<file path="config.mk">
export PLATFORM = sky130hd
export DESIGN_NAME = bram_port_arbiter
export DESIGN_NICKNAME = d
export VERILOG_FILES = /design/src/rtl/bram_port_arbiter.sv
export SDC_FILE = /design/constraint.sdc
export NUM_CORES = 1
export LEC_CHECK = 0
export BUFFER_PORTS_ARGS = -buffer_cell sky130_fd_sc_hd__clkbuf_2
export CAP_MARGIN = 20
export CORE_ASPECT_RATIO = 1.75
export CORE_UTILIZATION = 37
export DETAILED_ROUTE_END_ITERATION = 6
export GPL_TIMING_DRIVEN = 0
export PLACE_DENSITY_LB_ADDON = 0.1
export SETUP_SLACK_MARGIN = 0.5
export SLEW_MARGIN = 10
export SYNTH_ARGS = -nofsm -noshare
export SYNTH_HDL_FRONTEND = slang
export SYNTH_SLANG_ARGS = --single-unit
</file>
<file path="constraint.sdc">
create_clock -name CLK -period 1.68 [get_ports CLK]
set_clock_uncertainty 0.2 [all_clocks]
set_input_delay 0.084 -clock CLK [delete_from_list [all_inputs] [get_ports CLK]]
set_output_delay 0.084 -clock CLK [all_outputs]
set_load 0.01 [all_outputs]
</file>
<file path="src/rtl/bram_port_arbiter.sv">
`timescale 1ns/1ps
`default_nettype none
// ============================================================================
// Module      : bram_port_arbiter
// Description : Round-robin two-requester arbiter for one 9-bit block-RAM port,
//               with tagged read return and a whole-RAM clear engine.
// Revision    : 1.0 - initial release
// ============================================================================
module bram_port_arbiter #(
    parameter int                 ADDR_W   = 11,
    parameter int                 DATA_W   = 9,
    parameter logic [DATA_W-1:0]  FILL_VAL = '0
) (
    input  logic              CLK,
    input  logic              RST_N,
    input  logic              REQ0,
    input  logic              REQ1,
    input  logic              WE0,
    input  logic              WE1,
    input  logic [ADDR_W-1:0] ADDR0,
    input  logic [ADDR_W-1:0] ADDR1,
    input  logic [DATA_W-1:0] DI0,
    input  logic [DATA_W-1:0] DI1,
    output logic              GNT0,
    output logic              GNT1,
    output logic              RVALID0,
    output logic              RVALID1,
    output logic [DATA_W-1:0] RDATA,
    input  logic              CLR_START,
    output logic              CLR_BUSY,
    output logic              CLR_DONE,
    output logic              RAM_EN,
    output logic              RAM_WE,
    output logic              RAM_SSR,
    output logic [ADDR_W-1:0] RAM_ADDR,
    output logic [DATA_W-1:0] RAM_DI,
    input  logic [DATA_W-1:0] RAM_DO
);

    typedef enum logic [0:0] {
        ST_ARB   = 1'b0,
        ST_CLEAR = 1'b1
    } state_t;

    localparam logic [ADDR_W-1:0] c_addr_last = '1;

    state_t              r_state;
    logic                r_last;
    logic                r_rd_v;
    logic                r_rd_id;
    logic                r_rvalid0;
    logic                r_rvalid1;
    logic                r_clr_done;
    logic                r_ram_en;
    logic                r_ram_we;
    logic [ADDR_W-1:0]   r_ram_addr;
    logic [DATA_W-1:0]   r_ram_di;

    logic                w_arb_ok;
    logic                w_gnt0;
    logic                w_gnt1;

    // Reset gating keeps the combinational grants low while RST_N is asserted.
    assign w_arb_ok = RST_N && (r_state == ST_ARB) && !CLR_START;
    assign w_gnt0   = w_arb_ok && REQ0 && (!REQ1 || r_last);
    assign w_gnt1   = w_arb_ok && REQ1 && (!REQ0 || !r_last);

    always_ff @(posedge CLK or negedge RST_N) begin
        if (!RST_N) begin
            r_state    <= ST_ARB;
            r_last     <= 1'b1;
            r_rd_v     <= 1'b0;
            r_rd_id    <= 1'b0;
            r_rvalid0  <= 1'b0;
            r_rvalid1  <= 1'b0;
            r_clr_done <= 1'b0;
            r_ram_en   <= 1'b0;
            r_ram_we   <= 1'b0;
            r_ram_addr <= '0;
            r_ram_di   <= '0;
        end else begin
            r_clr_done <= 1'b0;
            r_rd_v     <= (w_gnt0 && !WE0) || (w_gnt1 && !WE1);
            r_rd_id    <= w_gnt1;
            r_rvalid0  <= r_rd_v && !r_rd_id;
            r_rvalid1  <= r_rd_v && r_rd_id;
            if (w_gnt0 || w_gnt1) begin
                r_last <= w_gnt1;
            end

            if (r_state == ST_ARB) begin
                if (CLR_START) begin
                    r_state    <= ST_CLEAR;
                    r_ram_en   <= 1'b1;
                    r_ram_we   <= 1'b1;
                    r_ram_addr <= '0;
                    r_ram_di   <= FILL_VAL;
                end else if (w_gnt0) begin
                    r_ram_en   <= 1'b1;
                    r_ram_we   <= WE0;
                    r_ram_addr <= ADDR0;
                    r_ram_di   <= DI0;
                end else if (w_gnt1) begin
                    r_ram_en   <= 1'b1;
                    r_ram_we   <= WE1;
                    r_ram_addr <= ADDR1;
                    r_ram_di   <= DI1;
                end else begin
                    r_ram_en   <= 1'b0;
                    r_ram_we   <= 1'b0;
                    r_ram_addr <= '0;
                    r_ram_di   <= '0;
                end
            end else begin
                // The RAM address register doubles as the sweep counter.
                if (r_ram_addr == c_addr_last) begin
                    r_state    <= ST_ARB;
                    r_clr_done <= 1'b1;
                    r_ram_en   <= 1'b0;
                    r_ram_we   <= 1'b0;
                    r_ram_addr <= '0;
                    r_ram_di   <= '0;
                end else begin
                    r_ram_addr <= r_ram_addr + 1'b1;
                end
            end
        end
    end

    assign GNT0     = w_gnt0;
    assign GNT1     = w_gnt1;
    assign RVALID0  = r_rvalid0;
    assign RVALID1  = r_rvalid1;
    assign RDATA    = (r_rvalid0 || r_rvalid1) ? RAM_DO : '0;
    assign CLR_BUSY = (r_state == ST_CLEAR);
    assign CLR_DONE = r_clr_done;
    assign RAM_EN   = r_ram_en;
    assign RAM_WE   = r_ram_we;
    assign RAM_SSR  = 1'b0;
    assign RAM_ADDR = r_ram_addr;
    assign RAM_DI   = r_ram_di;

endmodule
`default_nettype wire

</file>
==> reports/qor.csv, run 1 <==
metric;value;unit
p_leak;0.00154;uW
synth_nets;196;
cp-end-kind;flop;
cap_violations;0;
synth_top_family_by_area;compound AO/OA/AOI/OAI gates;
finalCriticalPeriod;1.91;ns
ir_drop;0.949;mV
syn_area_per_cell;10.3;um2
hold_violations;30;
synth.area.top_cells;dfrtp_1 49%, a222oi_1 8.4%, inv_1 4.5%;
max_stage_delay;0.43;ns
ios;94;
cp_num_buf_inv;3;
post_drt_wl_per_cell;16.4;um
crit_type;reg -> reg;
antenna_cells;0;
worst_setup_path_start_kind;flop;
timing.rr.end;RAM_ADDR[1];
hold_path_class;in -> async;
die_x;48.9;um
arrival;1.87;ns
worst_slew_pin_slew;0.672;ns
synth_top_area_cell;dfrtp_1;
grt_overflow;0;
yosys_register_bits;29;
grt_max_degree;31;
h-tree-depth;2;
grt_pass1_wl;7.92;mm
max_slew_margin;54.8;%
path_delay_family;compound AO/OA/AOI/OAI gates;
io_buffer_count;92;
syn_area;0.00143;mm2
synth_top_area_share;49.1;%
drt_iter0_drc;73;
r2r_setup_slack;-0.23;ns
drive_gt1_share;54.5;%
netlist_instances;139;
whs;-0.443;ns
grt_setup_unrepaired;true;
area_growth;110;%
clk_pin_slew;0.06;ns
grt.total_usage;25.5;%
fin_crit_sh;114;%
final-setup-viol-count;22;
fin_tns_setup;-2.70;ns
core;0.00366;mm2
ant_nets;0;
setup_ws;-0.228;ns
r2r_start;RAM_ADDR[8];
final_util;81.8;%
clkLatencyLatePin;0.28;ns
synth_seq_area_share;51.0;%
status;finished, violations left;
max_freq;524;MHz
wl;5.86;mm
power_density;881;mW/mm2
critical_path.slowest_cell;dfrtp_1;
drc;0;
vias;1835;
antenna_found_initial;0;
grt_pass1_vias;1776;
fp.dieH;84.1;um
synth_simple_gate_area_share;14.9;%
hpwl;2.85;mm
yosys_warnings;0;
crit_fanout;4;
cts_hold_buf;42;
synth-xor-area-share;5.53;%
cts_max_path_buffers;2;
maxSlewViolCount;0;
first_pass_iters;4;
muxShareOfSynthArea;0;%
initial_utilization;38.9;%
crit_chain;nand4_1, o31a_1, buf_6, buf_4, a222oi_1, inv_1;
violations;negative hold slack, negative setup slack;
synth-adder-area-share;0.877;%
power.total;2640;uW
tritoncts;built;
synth-compound-area-share;18.4;%
yosys.cell_types.count;30;
cts_buffers;5;
die_area;0.00412;mm2
clock-root-buffer;clkbuf_8;
rows;29;
globalplace.congestion;0.773;
design_area;0.00300;mm2
r2r_cells;6;
dpl_cell_area;0.00201;mm2
worst_ep_required_time;1.64;ns
viasPerCell;5.13;
nets;368;
clkSinkCount;29;
## Yosys cell counts
master	count
dfrtp_1	28
inv_1	17
a222oi_1	12
nor2b_1	10
o21ai_0	9
a22oi_1	8
nand2_1	8
xnor2_1	7
nor2_1	6
buf_4	4
nand3_1	4
nor3_1	4
and3_1	2
buf_2	2
o31ai_1	2
xor2_1	2
a211oi_1	1
and2_1	1
buf_6	1
clkbuf_8	1
conb_1	1
dfstp_2	1
ha_1	1
nand2b_1	1
nand4_1	1
nand4_2	1
nor3b_1	1
nor4_1	1
o22ai_1	1
o31a_1	1
## where the power goes
part	internal, uW	leakage [uW]	switching (uW)
clock	333	0.0000455	262
sequential	850	0.000358	198
combinational	560	0.00113	435
## registers in the layout, indices dropped and copies added (netlist names)
signal	flops
RAM_ADDR	11
RAM_DI	9
CLR_BUSY	1
CLR_DONE	1
RAM_EN	1
RAM_WE	1
RVALID0	1
RVALID1	1
r_last	1
r_rd_id	1
r_rd_v	1
## stage by stage
| step | instances | worst slack, ns |
|---|---|---|
| after global routing | 358 | -0.310 |
| after detailed placement | 277 | -0.328 |
| after CTS | 342 | -0.138 |
| after floorplan | 139 | -0.0653 |
| after global placement | 277 | -0.286 |
| final | 358 | -0.228 |
## routing by layer
metal / GRT usage (%) / part of all wire (%)
met5: 0 / 0
met1: 25.1 / 34
met2: 48.4 / 57
met3: 6.16 / 6.5
met4: 11.8 / 3.0
## how the worst max path moves through the flow
stage	startpoint	to	cells past startpoint
finish	RAM_ADDR[8]	RAM_ADDR[1]	6
global placement	RST_N	RAM_ADDR[0]	7
detailed placement	RST_N	RAM_DI[4]	7
CTS	CLR_BUSY	GNT1	6
floorplan	RAM_ADDR[1]	RAM_DI[1]	6
global route	RAM_ADDR[8]	RAM_DI[1]	5
## cells in the final DEF, fill, tap and decap left out, types with 2 or more instances in the layout
cell type / count
clkbuf_2: 75
dlygate4sd3_1: 42
dfrtp_1: 19
buf_6: 19
buf_4: 18
inv_1: 15
a222oi_1: 12
dfrtp_2: 9
nor2b_1: 9
buf_2: 9
clkbuf_8: 8
o21ai_1: 8
xnor2_1: 7
a22oi_2: 7
nand2_1: 5
nor2_1: 5
buf_8: 4
nand2_2: 3
nand3_1: 3
and3_4: 2
o31ai_1: 2
nor3_1: 2
xor2_1: 2
nor2_4: 2
clkbuf_1: 2
clkbuf_16: 2
## cells by family after synthesis
kind of cell / Yosys count
buffers and inverters: 25
other: 1
adders and majority gates: 1
AOI/OAI and AO/OA: 34
DFF: 29
xor gates and xnor gates: 9
and+or+nand+nor: 40
## cell type report
type                            instances  area [um2]
Multi-Input combinational cell         86         704
Fill cell                             213         668
Inverter                               17        71.3
Sequential cell                        29         738
Timing Repair Buffer                  164        1230
Buffer                                  8         100
Tap cell                               46        57.6
Clock buffer                            8        90.1
## repair_timing
action	in CTS	in global routing
gates cloned	2	2
pin swaps	8	11
setup endpoints to repair	41	45
buffers inserted	13	14
gates resized for setup	25	46
hold endpoints to repair	53	30
Note: power is estimated with default switching activity, not from simulation.
==> run 2: changes to the inputs <==
BUFFER_PORTS_ARGS = default   (was -buffer_cell sky130_fd_sc_hd__clkbuf_2)
CORE_UTILIZATION = 30   (was 37)
DONT_BUFFER_PORTS = 1   (was default)
==> run 2 against run 1 <==
Net effect:
- via count is 25% lower
- highest routed layer unchanged
- combinational power shrank 55%
- design area is 18% lower
- flip-flop and latch count did not move
- the flow finishes with violations (negative setup slack)
- routed wire length shrank 19%
==> reports/qor.csv, run 2 (synthesis results as in run 1) <==
metric;value;unit
hold_violations;0;
fp.dieH;93.2;um
crit_fanout;5;
die_area;0.00505;mm2
io_buffer_count;0;
h-tree-depth;2;
first_pass_iters;5;
final_common_cell;dlygate4sd3_1;
gr-usage-met2;37.8;%
r2r_setup_slack;-0.23;ns
status;finished, violations left;
grt_pass1_wl;6.92;mm
min_from;REQ0;
die_x;54.1;um
fin_crit_sh;114;%
max_stage_delay;0.43;ns
cp_num_buf_inv;2;
ant_nets;0;
final_util;54.7;%
initial_utilization;31.8;%
path_delay_family;compound AO/OA/AOI/OAI gates;
cp.depth;6;
cts_buffers;5;
crit_chain;ha_4, nand4_4, o31a_1, buf_6, a222oi_1, inv_1;
grt.total_usage;19.5;%
drive_gt1_share;31.7;%
ios;94;
clock-root-buffer;clkbuf_8;
hold_path_class;in -> reg;
cts_max_path_buffers;2;
p_leak;0.00109;uW
antenna_cells;0;
max_freq;523;MHz
r2r_start;RAM_ADDR[1];
ir_drop;0.593;mV
globalplace.congestion;0.759;
grt_setup_unrepaired;true;
final_cell_mix;44 x dlygate4sd3_1, 22 x dfrtp_1, 15 x inv_1, 12 x a222oi_1;
antenna_found_initial;0;
core;0.00448;mm2
setup_ws;-0.232;ns
arrival;1.87;ns
dp.cells;190;
grt_util_met1;17.8;%
maxSlewViolCount;0;
max_slew_margin;60.6;%
grt_max_degree;30;
grt_pass1_vias;1480;
cp-end-kind;flop;
power.total;2150;uW
cap_violations;0;
grt_overflow;0;
largest_reg_flops;11;
final-setup-viol-count;24;
finalCriticalPeriod;1.91;ns
final_cells;259;
worst_setup_path_start_kind;flop;
rows;32;
top_usage_layer;met2;
timing.rr.end;RAM_DI[7];
worst_ep_required_time;1.63;ns
fin_tns_setup;-2.93;ns
clkLatencyLatePin;0.28;ns
area_growth;71.9;%
hpwl;2.70;mm
startpoint;RAM_ADDR[1];
r2r_cells;6;
vias;1380;
whs;0.0418;ns
power_density;877;mW/mm2
crit_end;RAM_DI[7];
clk_pin_slew;0.06;ns
drc;0;
tritoncts;built;
crit_type;reg -> reg;
worst_slew_pin_slew;0.586;ns
grtUsageMet3;5.37;%
critical_path.slowest_cell;dfrtp_2;
post_drt_wl_per_cell;18.3;um
nets;265;
viasPerCell;5.33;
violations;negative setup slack;
clkSinkCount;29;
drt_iter0_drc;73;
wl;4.74;mm
run 2: changes by cell type in the layout (fill, tap and decap cells not counted), sizes merged:
cell | previous run | this run
buf | 50 | 23
clkbuf | 88 | 9
clkinv | 0 | 1
dlygate4sd3 | 42 | 44
inv | 17 | 16
run 2: what timing repair did:
| item | in CTS | in global routing |
|---|---|---|
| cloned | 3 | 1 |
| pin swaps | 8 | 7 |
| hold buffers | 45 | 0 |
| endpoints found under the hold margin | 54 | 0 |
| setup buffers | 9 | 4 |
| setup endpoints to repair | 38 | 38 |
| resized for setup | 43 | 9 |
run 2: tightest hold or removal path, stage by stage:
cell     delay [ns]
nand3_2        0.10
buf_6          0.10
buf_4          0.11
o22ai_2        0.07
run 2: through the flow:
step	instance area (um2)	setup WS [ns]
floorplan	1490	-0.0653
global placement	1550	-0.231
detailed placement	1550	-0.266
CTS	2370	-0.189
global route	2450	-0.306
finish	2450	-0.232
run 2: worst min path at each step:
stage | endpoint | cells past startpoint
floorplan | CLR_BUSY | 0
global placement | RVALID1 | 0
detailed placement | RVALID0 | 0
CTS | r_rd_v | 3
global route | r_rd_v | 4
finish | r_rd_v | 4
run 2: final cells by class:
type                    count  area, um2
fillers                   374       2030
multi-input cells          86        746
flip-flops and latches     29        734
repair buffers             61        638
plain buffers               8        110
clock buffers               7       86.3
inverters                  17       73.8
well taps                  51       63.8
run 2: per-layer routing:
layer  vias to the layer above  part of all wire [%]
met5                         -                     0
li1                        632                     -
met2                        80                    59
met3                         6                   7.5
met4                         0                   1.4
met1                       662                    32
run 2: power by group:
| group | internal (uW) | total (uW) | switching [uW] |
|---|---|---|---|
| clock | 324 | 583 | 258 |
| combinational | 259 | 449 | 190 |
| sequential | 842 | 1120 | 275 |
| total | 1430 | 2150 | 724 |
==> run 3: changes to the inputs <==
==> constraint.sdc (replaced) <==
create_clock -name CLK -period 1.68 [get_ports CLK]
set_clock_uncertainty 0.2 [all_clocks]
set_input_delay 0.336 -clock CLK [delete_from_list [all_inputs] [get_ports CLK]]
set_output_delay 0.336 -clock CLK [all_outputs]
set_load 0.01 [all_outputs]
==> run 3 against run 2 <==
Net effect:
- critical endpoint is now GNT1
- die area stayed put
- routed wire length is 14% lower
- highest routed layer unchanged
- global-route usage is 2.2 points lower
- largest cell class is now multi-input combinational cells
- sequential share of layout area is 4.3 points higher
- utilization is 6.3 points lower
- count of clock-buffer cells in the layout is 1 lower
- via count is 11% lower
- the flow finishes with violations (negative hold slack, negative setup slack)
- worst hold slack worse by 0.49 ns
- sequential power hardly changed
- combinational power is 14% lower
- clock power is 5.0% lower
- fmax is 5.9% lower
==> reports/qor.csv, run 3 (synthesis results as in run 1) <==
metric;value;unit
finalCriticalPeriod;2.03;ns
violations;negative hold slack, negative setup slack;
largest_reg_flops;11;
max_freq;492;MHz
clock-root-buffer;clkbuf_8;
wl;4.09;mm
hold_violations;38;
crit_fanout;6;
switchingPower;711;uW
whs;-0.453;ns
timing.rr.end;RAM_ADDR[8];
antenna_cells;0;
r2r_start;CLR_BUSY;
path_delay_family;flip-flops;
power_frac_seq;54.8;%
critical_path.slowest_cell;dfrtp_1;
first_pass_iters;4;
multi_input_area;753;um2
hold_path_class;in -> async;
cp-end-kind;output port;
cp.depth;5;
nFillCells;421;
r2r_setup_slack;-0.25;ns
setup_ws;-0.351;ns
core;0.00448;mm2
hpwl;2.74;mm
worst_ep_required_time;1.14;ns
status;finished, violations left;
fin_tns_setup;-5.16;ns
power.total;2070;uW
ant_nets;0;
ios;94;
crit_type;reg -> out;
fin_crit_sh;121;%
final-setup-viol-count;27;
clkSinkCount;29;
clk_pin_slew;0.06;ns
nets;232;
pre_cts_slack;-0.257;ns
p_leak;0.000983;uW
viasPerCell;5.43;
die_area;0.00505;mm2
cap_violations;0;
grt.total_usage;17.3;%
r2r_cells;10;
drive_gt1_share;44.9;%
tritoncts;built;
cp_num_buf_inv;3;
clkLatencyLatePin;0.28;ns
grt_overflow;0;
globalplace.congestion;0.752;
io_buffer_count;0;
rows;32;
antenna_found_initial;0;
area_growth;52.1;%
p_int;1360;uW
cts_max_path_buffers;2;
cts_buffers;5;
drt_iter0_drc;52;
post_drt_wl_per_cell;18.0;um
netSwitchingFraction;34.3;%
die_x;54.1;um
seq_area;743;um2
final_cell_mix;15 x dfrtp_1, 15 x inv_1, 13 x dfrtp_2, 12 x a222oi_1, 11 x buf_4;
crit_chain;clkbuf_8, nor3b_4, and3_4, buf_6, buf_12;
arrival;1.50;ns
max_stage_delay;0.43;ns
worst_setup_path_start_kind;flop;
cts_hold_buf;7;
maxSlewViolCount;0;
fp.dieH;93.2;um
ir_drop;0.680;mV
h-tree-depth;2;
grt_setup_unrepaired;true;
drc;0;
pwr-share-comb;18.5;%
initial_utilization;31.8;%
power_density;955;mW/mm2
p_clk_share;26.7;%
grt_pass1_wl;6.10;mm
grt_max_degree;31;
grt_pass1_vias;1278;
vias;1232;
## run 3: final cells by class
type                       instances  area share [%]
buffer                             8            5.07
clock buffer                       6            3.34
clock inverter                     2           0.461
inverter                          17            3.17
multi-input combinational         85            34.7
sequential                        29            34.3
tap                               51            2.94
timing repair buffer              29            16.0
## run 3: worst max-delay path by stage
| stage | start | endpoint | slack [ns] |
|---|---|---|---|
| 3_5_place_dp | RAM_ADDR[0] | RAM_DI[7] | -0.26 |
| 5_1_grt | CLR_BUSY | GNT1 | -0.41 |
| 6_report | CLR_BUSY | GNT1 | -0.35 |
| 4_1_cts | CLR_BUSY | GNT1 | -0.39 |
| 3_3_place_gp | RAM_ADDR[0] | RAM_DI[6] | -0.20 |
| 2_1_floorplan | RAM_ADDR[1] | RAM_DI[1] | -0.07 |
## run 3: repair_timing
action | in CTS | in global routing
endpoints found under the hold margin | 46 | 39
setup endpoints to repair | 64 | 64
resized for setup | 50 | 8
gates cloned | 3 | 0
pin swaps | 12 | 12
setup buffers | 14 | 5
## run 3: worst register-to-register path, stage by stage, from the launching register on
cell and delay, ns:
dfrtp_1 0.43, clkbuf_8 0.16, nor3b_4 0.20, and3_4 0.21
buf_6 0.10, buf_4 0.10, buf_8 0.12, buf_12 0.11
buf_16 0.11, a22oi_2 0.05, o21ai_1 0.06
## run 3: power groups by stage
stage / clock network, uW / logic, uW / registers (uW)
2_1_floorplan: 0 / 270 / 1070
3_3_place_gp: 0 / 298 / 1120
3_5_place_dp: 0 / 306 / 1130
4_1_cts: 571 / 358 / 1130
5_1_grt: 606 / 424 / 1160
6_report: 554 / 384 / 1140
## run 3: per-stage QoR
| stage | area (um2) | util (%) | cells |
|---|---|---|---|
| finish | 2170 | 48.4 | 227 |
| global route | 2170 | 48.4 | 227 |
| CTS | 2110 | 47.1 | 222 |
| detailed placement | 1580 | 35.3 | 190 |
| global placement | 1580 | 35.3 | 190 |
| floorplan | 1520 | - | 139 |
## run 3: routing by layer
layer	vias up	wire [um]	global-route usage, %
met3	8	334	4.88
met5	-	0	0
li1	568	-	-
met4	0	98	8.12
met2	78	2210	31.4
met1	578	1440	16.7
